### config.mk
export PLATFORM = sky130hd
export DESIGN_NAME = ysyx_23060187_inst_fetch
export DESIGN_NICKNAME = d
export VERILOG_FILES = /design/src/rtl/ysyx_23060187_pkg.sv /design/src/rtl/ysyx_23060187_ifu_perf.sv /design/src/rtl/ysyx_23060187_inst_fetch.sv
export SDC_FILE = /design/constraint.sdc
export NUM_CORES = 1
export LEC_CHECK = 0
export BUFFER_PORTS_ARGS = -buffer_cell sky130_fd_sc_hd__buf_2
export CORE_MARGIN = 2
export CORE_UTILIZATION = 40
export CTS_CLUSTER_SIZE = 24
export DETAILED_ROUTE_END_ITERATION = 8
export HOLD_SLACK_MARGIN = 0.06
export PLACE_DENSITY = 0.74
export REMOVE_ABC_BUFFERS = 1
export SKIP_CTS_REPAIR_TIMING = 1
export SLEW_MARGIN = 20
export SYNTH_ARGS = -nofsm -noshare
export SYNTH_HDL_FRONTEND = slang
export SYNTH_SLANG_ARGS = --single-unit
### constraint.sdc
create_clock -name clk -period 2.24 [get_ports clk]
set_input_delay 0.448 -clock clk [delete_from_list [all_inputs] [get_ports clk]]
set_output_delay 0.448 -clock clk [all_outputs]
set_load 0.05 [all_outputs]
### src/rtl/ysyx_23060187_pkg.sv
// Shared definitions for the ysyx_23060187 instruction fetch slice.
//   ifu_state_e      : fetch FSM encoding (IDLE, REQ, WAIT, HOLD)
//   NOP_INST         : word presented with out_fault (addi x0,x0,0)
//   DEFAULT_RESET_PC : default first fetch address
package ysyx_23060187_pkg;

  typedef enum logic [1:0] {
    S_IDLE = 2'd0,
    S_REQ  = 2'd1,
    S_WAIT = 2'd2,
    S_HOLD = 2'd3
  } ifu_state_e;

  localparam logic [31:0] NOP_INST         = 32'h0000_0013;
  localparam logic [31:0] DEFAULT_RESET_PC = 32'h8000_0000;

endpackage

### src/rtl/ysyx_23060187_ifu_perf.sv
// Fetch performance counters.
//   clk, rst      : clock, synchronous active-high reset
//   i_fetch       : one instruction handed to the decoder this cycle
//   i_stall       : fetch waiting on memory this cycle
//   o_fetch_cnt   : 64-bit count of i_fetch cycles (wraps)
//   o_stall_cnt   : 64-bit count of i_stall cycles (wraps)
module ysyx_23060187_ifu_perf (
  input  logic        clk,
  input  logic        rst,
  input  logic        i_fetch,
  input  logic        i_stall,
  output logic [63:0] o_fetch_cnt,
  output logic [63:0] o_stall_cnt
);

  logic [63:0] r_fetch_cnt;
  logic [63:0] r_stall_cnt;

  always_ff @(posedge clk) begin
    if (rst) begin
      r_fetch_cnt <= '0;
      r_stall_cnt <= '0;
    end else begin
      if (i_fetch) r_fetch_cnt <= r_fetch_cnt + 64'd1;
      if (i_stall) r_stall_cnt <= r_stall_cnt + 64'd1;
    end
  end

  assign o_fetch_cnt = r_fetch_cnt;
  assign o_stall_cnt = r_stall_cnt;

endmodule

### src/rtl/ysyx_23060187_inst_fetch.sv
// Instruction fetch unit: owns the PC, issues one imem read per instruction,
// holds the fetched word for the decoder, and absorbs redirects by dropping
// stale responses.
// Optional feature: define YSYX_23060187_IFU_PERF_EN to add the 64-bit
// perf_fetch_cnt / perf_stall_cnt outputs.
// Ports:
//   clk, rst                        : clock, synchronous active-high reset
//   imem_req_valid/ready/addr       : fetch request (addr == pc)
//   imem_rsp_valid/data/err         : fetch response, one pulse per request
//   redirect_valid/pc               : load new PC (top priority)
//   out_valid/ready/inst/pc/fault   : registered instruction to decoder
module ysyx_23060187_inst_fetch
  import ysyx_23060187_pkg::*;
#(
  parameter logic [31:0] RESET_PC = DEFAULT_RESET_PC
) (
`ifdef YSYX_23060187_IFU_PERF_EN
  output logic [63:0] perf_fetch_cnt,
  output logic [63:0] perf_stall_cnt,
`endif
  input  logic        clk,
  input  logic        rst,
  output logic        imem_req_valid,
  input  logic        imem_req_ready,
  output logic [31:0] imem_req_addr,
  input  logic        imem_rsp_valid,
  input  logic [31:0] imem_rsp_data,
  input  logic        imem_rsp_err,
  input  logic        redirect_valid,
  input  logic [31:0] redirect_pc,
  output logic        out_valid,
  input  logic        out_ready,
  output logic [31:0] out_inst,
  output logic [31:0] out_pc,
  output logic        out_fault
);

  ifu_state_e  r_state;
  logic [31:0] r_pc;
  logic        r_drop;
  logic        r_out_valid;
  logic [31:0] r_out_inst;
  logic [31:0] r_out_pc;
  logic        r_out_fault;

  logic w_misaligned;
  logic w_req_fire;
  logic w_out_fire;

  // A misaligned PC never reaches memory; it becomes a fault in REQ.
  assign w_misaligned   = |r_pc[1:0];
  assign imem_req_valid = (r_state == S_REQ) && !w_misaligned;
  assign imem_req_addr  = r_pc;
  assign w_req_fire     = imem_req_valid && imem_req_ready;
  assign w_out_fire     = r_out_valid && out_ready;

  always_ff @(posedge clk) begin
    if (rst) begin
      r_state     <= S_IDLE;
      r_pc        <= RESET_PC;
      r_drop      <= 1'b0;
      r_out_valid <= 1'b0;
      r_out_inst  <= '0;
      r_out_pc    <= '0;
      r_out_fault <= 1'b0;
    end else if (redirect_valid) begin
      r_pc <= redirect_pc;
      case (r_state)
        S_REQ: begin
          // Memory took the old-PC request; its response must be thrown away.
          if (w_req_fire) begin
            r_state <= S_WAIT;
            r_drop  <= 1'b1;
          end
        end
        S_WAIT: begin
          if (imem_rsp_valid) begin
            r_state <= S_REQ;
            r_drop  <= 1'b0;
          end else begin
            r_drop  <= 1'b1;
          end
        end
        S_HOLD: begin
          // A same-cycle decoder handshake is still consumed; pc comes from redirect.
          r_out_valid <= 1'b0;
          r_state     <= S_REQ;
        end
        default: r_state <= S_REQ;
      endcase
    end else begin
      case (r_state)
        S_IDLE: r_state <= S_REQ;
        S_REQ: begin
          if (w_misaligned) begin
            r_out_inst  <= NOP_INST;
            r_out_pc    <= r_pc;
            r_out_fault <= 1'b1;
            r_out_valid <= 1'b1;
            r_state     <= S_HOLD;
          end else if (imem_req_ready) begin
            r_state <= S_WAIT;
          end
        end
        S_WAIT: begin
          if (imem_rsp_valid) begin
            if (r_drop) begin
              r_drop  <= 1'b0;
              r_state <= S_REQ;
            end else begin
              r_out_inst  <= imem_rsp_err ? NOP_INST : imem_rsp_data;
              r_out_pc    <= r_pc;
              r_out_fault <= imem_rsp_err;
              r_out_valid <= 1'b1;
              r_state     <= S_HOLD;
            end
          end
        end
        S_HOLD: begin
          if (w_out_fire) begin
            r_out_valid <= 1'b0;
            r_pc        <= r_pc + 32'd4;
            r_state     <= S_REQ;
          end
        end
        default: r_state <= S_IDLE;
      endcase
    end
  end

  assign out_valid = r_out_valid;
  assign out_inst  = r_out_inst;
  assign out_pc    = r_out_pc;
  assign out_fault = r_out_fault;

`ifdef YSYX_23060187_IFU_PERF_EN
  logic w_stall;
  assign w_stall = ((r_state == S_REQ) && !imem_req_ready) ||
                   ((r_state == S_WAIT) && !imem_rsp_valid);

  ysyx_23060187_ifu_perf u_perf (
    .clk         (clk),
    .rst         (rst),
    .i_fetch     (w_out_fire),
    .i_stall     (w_stall),
    .o_fetch_cnt (perf_fetch_cnt),
    .o_stall_cnt (perf_stall_cnt)
  );
`endif

endmodule

-- Word level (Yosys, flattened, before mapping)
Index checks and enable logic that the tools add are counted.
- div/mod/pow operators: 0
- $mul: 0
- bitwise operators: 1
- $add $sub $neg: 1
- magnitude comparators: 0
- equality and inequality tests: 13
- multiplexer cells: 38
- reduce and logical (&&, ||, !) cells: 17
- shifts and indexed selects: 0
- operator list (cell ; count):
    32-bit 2-to-1 mux ; 10
    32-bit one-hot mux with 2 select lines ; 2
    32-bit by 3-bit adder with 32-bit output (second input constant) ; 1
    2-bit 2-to-1 mux ; 8
    3-bit != test (second input constant) ; 5
    1-bit 2-to-1 mux ; 13
    2-bit nonzero test ; 5
    2-bit one-hot mux with 4 select lines ; 1
    4-bit AND reduction ; 2
    2-bit != test (second input constant) ; 3
    6-bit AND reduction ; 1
    5-bit AND reduction ; 1
    2-bit equality test (second input constant) ; 2
    4-bit != test (second input constant) ; 1
    1-bit one-hot mux with 2 select lines ; 2
    2-bit one-hot mux with 2 select lines ; 1
    1-bit logical AND ; 3
    1-bit one-hot mux with 3 select lines ; 1
    3-bit nonzero test ; 1
    2-bit by 1-bit equality test with 1-bit output (second input constant) ; 1
    2-bit zero test ; 1
    2-bit by 1-bit != test with 1-bit output (second input constant) ; 1
    2-bit AND reduction ; 1
    2-bit OR reduction ; 1
    other kinds (2) ; 2
- RAM bits: 0
- memory bits (read-only): 0
- word-level logic and storage cells: 77
- memories kept: 0
- register bits: 101
- latch bits: 0

-- Longest topological paths before layout
- depth in word-level cells: 7
- depth in mapped cells: 8

-- Worst setup path after synthesis
OpenSTA, ideal clock, no wires.
- path type: register to register
- from: register r_pc[2] (netlist: imem_req_addr[2])
- to: register r_pc[24] (netlist: imem_req_addr[24])
- buffers on the path: 0
- data required time: 2125 ps
- data arrival time: 2053 ps
- setup slack: 73 ps
- stages on the path, launching flop included: 7
- clock period less this slack: 2167 ps
- cells stage by stage: dfxtp_1 ha_1 nand2_1 nor4_2 nand4_1 xnor2_1 o21a_1
- longest elaborated chain between the ends: 4
- RTL lines (element ; line ; text):
    start: declaration ; ysyx_23060187_inst_fetch.sv:39 ; logic [31:0] r_pc;
    start signal: assignment ; ysyx_23060187_inst_fetch.sv:67 ; r_pc <= redirect_pc;
    start signal: assignment ; ysyx_23060187_inst_fetch.sv:122 ; r_pc <= r_pc + 32'd4;
    32-bit by 3-bit adder with 32-bit output ; ysyx_23060187_inst_fetch.sv:122 ;
    32-bit 2-to-1 mux ; ysyx_23060187_inst_fetch.sv:120 ; if (w_out_fire) begin
    32-bit 2-to-1 mux ; ysyx_23060187_inst_fetch.sv:92 ; case (r_state)
    32-bit 2-to-1 mux ; ysyx_23060187_inst_fetch.sv:66 ; end else if (redirect_valid) begin
Every way passes these cells. The select of a mux whose other input is x is not followed.
A chain may end at the register's enable or synchronous reset.

-- Worst setup path in the final report
- from: register r_state[1]
- to: output port imem_req_valid
- longest elaborated chain between the ends: 2
- RTL lines (element ; line ; text):
    start: declaration ; ysyx_23060187_inst_fetch.sv:38 ; ifu_state_e r_state;
    start signal: assignment ; ysyx_23060187_inst_fetch.sv:59 ; r_state <= S_IDLE;
    start signal: assignment ; ysyx_23060187_inst_fetch.sv:72 ; r_state <= S_WAIT;
    start signal: assignment ; ysyx_23060187_inst_fetch.sv:78 ; r_state <= S_REQ;
    2-bit by 1-bit equality test with 1-bit output ; ysyx_23060187_inst_fetch.sv:52 ; assign imem_req_valid = (r_state == S_REQ) && !w_misaligned;
    1-bit logical AND ; ysyx_23060187_inst_fetch.sv:52 ;
    end: declaration ; ysyx_23060187_inst_fetch.sv:23 ; output logic imem_req_valid,
Every way passes these cells.

==> summary.txt <==
Logic synthesis
  – Post-synthesis simple-gate area fraction: 23.59%
  – Adder-cell share of the synthesized area: between 1 and 1.5%
  – Main combinational cell family by area after synthesis: simple AND/OR/NAND/NOR gates
  – Synth top area cells: dfxtp_1 45%, nand2_1 7.5%, a21oi_1 6.6%
  – Post-synth top cells: 101 x dfxtp_1, 89 x nand2_1, 59 x a21oi_1
  – Post-synth top area cell: dfxtp_1
  – Ys flop type: dfxtp_1
  – Number of library cell types mapped by synthesis: 48
  – Synthesis-stage register bit count: 101
  – Synth Area in Compound Gates: 17.94%
  – Syn Inst Count: 534
  – Synth Cell Area: roughly 4500 um^2
  – Avg Cell Area, Syn: 8.372 um^2
  – Multiplexer share of the synthesized area: 1.791%
  – Number of flops mapped to enable cells by yosys: 0
  – Most numerous cell in the Yosys netlist: dfxtp_1
  – Synth warn: 0
  – Top cell type's share of synthesized area: 45.23%
  – Post-synthesis xor/xnor area fraction: 4.702%
  – Sequential area share after synthesis: 45.23%
  – Async SR Flop Fraction: 0%

Timing
  – Max_slew headroom: 68.54%
  – Worst Hold Slack: 298.5 ps
  – Fmax: 487.0 MHz
  – Tmin final: 2053 ps
  – Final setup viols: 0
  – Period utilization: 91.66%
  – Slack of the critical path: 186.7 ps
  – Final Hold Fails: 0
  – Setup Skew: 4.905 ps
  – Setup TNS: 0 ps
  – RSZ-0062 raised after global routing: false
  – Final slew viol count: 0
  – Worst-Margin Slew: 468.0 ps

Worst setup path
  – CP Cell Sequence: inv_1, ha_1, nand2_1, inv_1, buf_2
  – Worst-path maximum fanout: 7
  – Most Frequent Cell on Critical Path: inv_1
  – Critical path data arrival time: 1610 ps
  – Required @ worst endpoint: 1790 ps
  – CP Capture Type: output pin
  – Startpoint class of the critical path: flip-flop
  – Critical path class: reg2out
  – Worst path max stage delay: ~350 ps
  – Max stage delay cell, worst path: dfxtp_1

Cells and area
  – Final cell count without fillers: 841
  – Area grow syn2layout: 27.54%
  – Layout cells sized above 1: a little under a third
  – Nets@finish: 774
  – N_diodes: 0
  – Fillers: about 1100

Pwr
  – P_leak: around 2.6 nW
  – Peak supply drop: between 0.6 and 0.7 mV
  – Power density cells: 791.3 nW/um^2

Floorplanning
  – DIE AREA: 12040 um^2
  – Die height: 109.7 um
  – Initial Util: between 40% and 50%
  – Ports: 170
  – Chip width: 109.7 um
  – Std cell rows: 38
  – CORE AREA: between 10000 and 15000 um^2

Worst hold path
  – Hold Crit Class: in2reg

Clocking
  – Total CTS buffers: 9
  – Worst-path clk slew: approximately 90 ps
  – CTS Sinks: 101
  – Number of H-tree levels: 3
  – CTS tree: yes
  – Root Driver: clkbuf_8
  – Latest clock arrival within the worst-skew pair: 370 ps
  – CTS max path bufs: 2

Global routing
  – Vias in the first global route: 3871
  – Initial antenna violation count: 0
  – Largest net degree at the start of global routing: 49
  – GRT Overall Usage: roughly a fifth
  – Remaining Overflow, GRT: 0
  – First-pass GRT wire length: 18680 um

Place
  – Pre-CTS setup slack: 280.9 ps
  – DP Cell Count: 827
  – Port bufs: 169
  – Final GP Congestion: 0.8301
  – Hpwl dp: 8969 um

Outcome
  – Status: completed

Routing
  – # DRC: 0
  – Initial DRT Pass Iterations: 5
  – DR vias/cell: 5.146
  – Avg WL per Cell: approximately 15 um
  – WL final: 12200 um
  – Final ANT Viol Nets: 0
  – Vias: 4328
  – DRT iter0 DRCs: 238

Run
  – Max Cap Viol: 0
[power breakdown]
part / switching, W / internal [W]
sequential: 0.000108 / 0.00192
clock: 0.000618 / 0.000613
combinational: 0.000875 / 0.000381
[kinds of logic after synthesis]
| group | Yosys count |
|---|---|
| AO/OA/AOI/OAI | 127 |
| XOR/XNOR | 24 |
| adder cells (fa/ha/maj) | 5 |
| buffers and inverters | 56 |
| flip-flops | 101 |
| multiplexers | 8 |
| AND/OR/NAND/NOR | 213 |
[final cells by class]
cell class	instances	area, um^2	area share, %
Multi-Input combinational cell	377	2212	38.80
Sequential cell	101	2022	35.46
Timing Repair Buffer	187	1008	17.69
Tap cell	140	175.2	3.072
Clock buffer	9	123.9	2.172
Inverter	22	82.58	1.448
Clock inverter	5	77.57	1.361
[metrics by stage]
step	util [%]	cell area [um^2]	power (W)
final	52.37	5702	0.004512
after floorplan	-	4314	0.002880
after detailed placement	50.52	5500	0.003325
after CTS	52.37	5702	0.004564
after global routing	52.37	5702	0.004748
after global placement	50.52	5500	0.003290
[metal layers]
layer | routed length (um) | track usage, %
met2 | 5836 | 31.97
met3 | 828 | 5.335
met1 | 5338 | 25.34
met5 | 0 | 0
met4 | 200 | 7.685
[worst paths after layout]
kind,start,to,slack [ps],cells past startpoint
hold reg to reg,out_pc[23],out_pc[23],450,2
hold / removal,imem_rsp_data[27],out_inst[27],300,3
setup / recovery,r_state[1],imem_req_valid,190,5
setup reg to reg,r_state[0],imem_req_addr[26],250,6
[sequential cells by signal (all words and copies together), names as in the netlist]
signal,flops
r_state,2
out_pc,32
out_valid,1
r_drop,1
out_inst,32
imem_req_addr,32
out_fault,1
[cell usage in the layout (no fill, tap or decap), drive strengths merged, types with 3 or more instances in the layout]
master	netlist	final
clkbuf	15	9
o21a	13	13
inv	22	22
dfxtp	101	101
a21oi	59	59
nor2b	6	6
nor3	7	7
nand2	89	89
nor2	57	57
nand3	13	13
a22oi	29	29
o22ai	4	4
o21ai	7	7
nor4	13	13
xor2	3	3
buf	19	187
nand4	14	14
and3	5	5
mux2i	8	8
xnor2	21	21
ha	5	5
[worst max-delay path, delay by kind of cell, from the launching register on]
| kind | cells | cell delay (ps) |
|---|---|---|
| buffers and inverters | 3 | 490 |
| flip-flops | 1 | 350 |
| adder cells (fa/ha/maj) | 1 | 270 |
| AND/OR/NAND/NOR | 1 | 130 |
(Power assumes the default switching activity.)
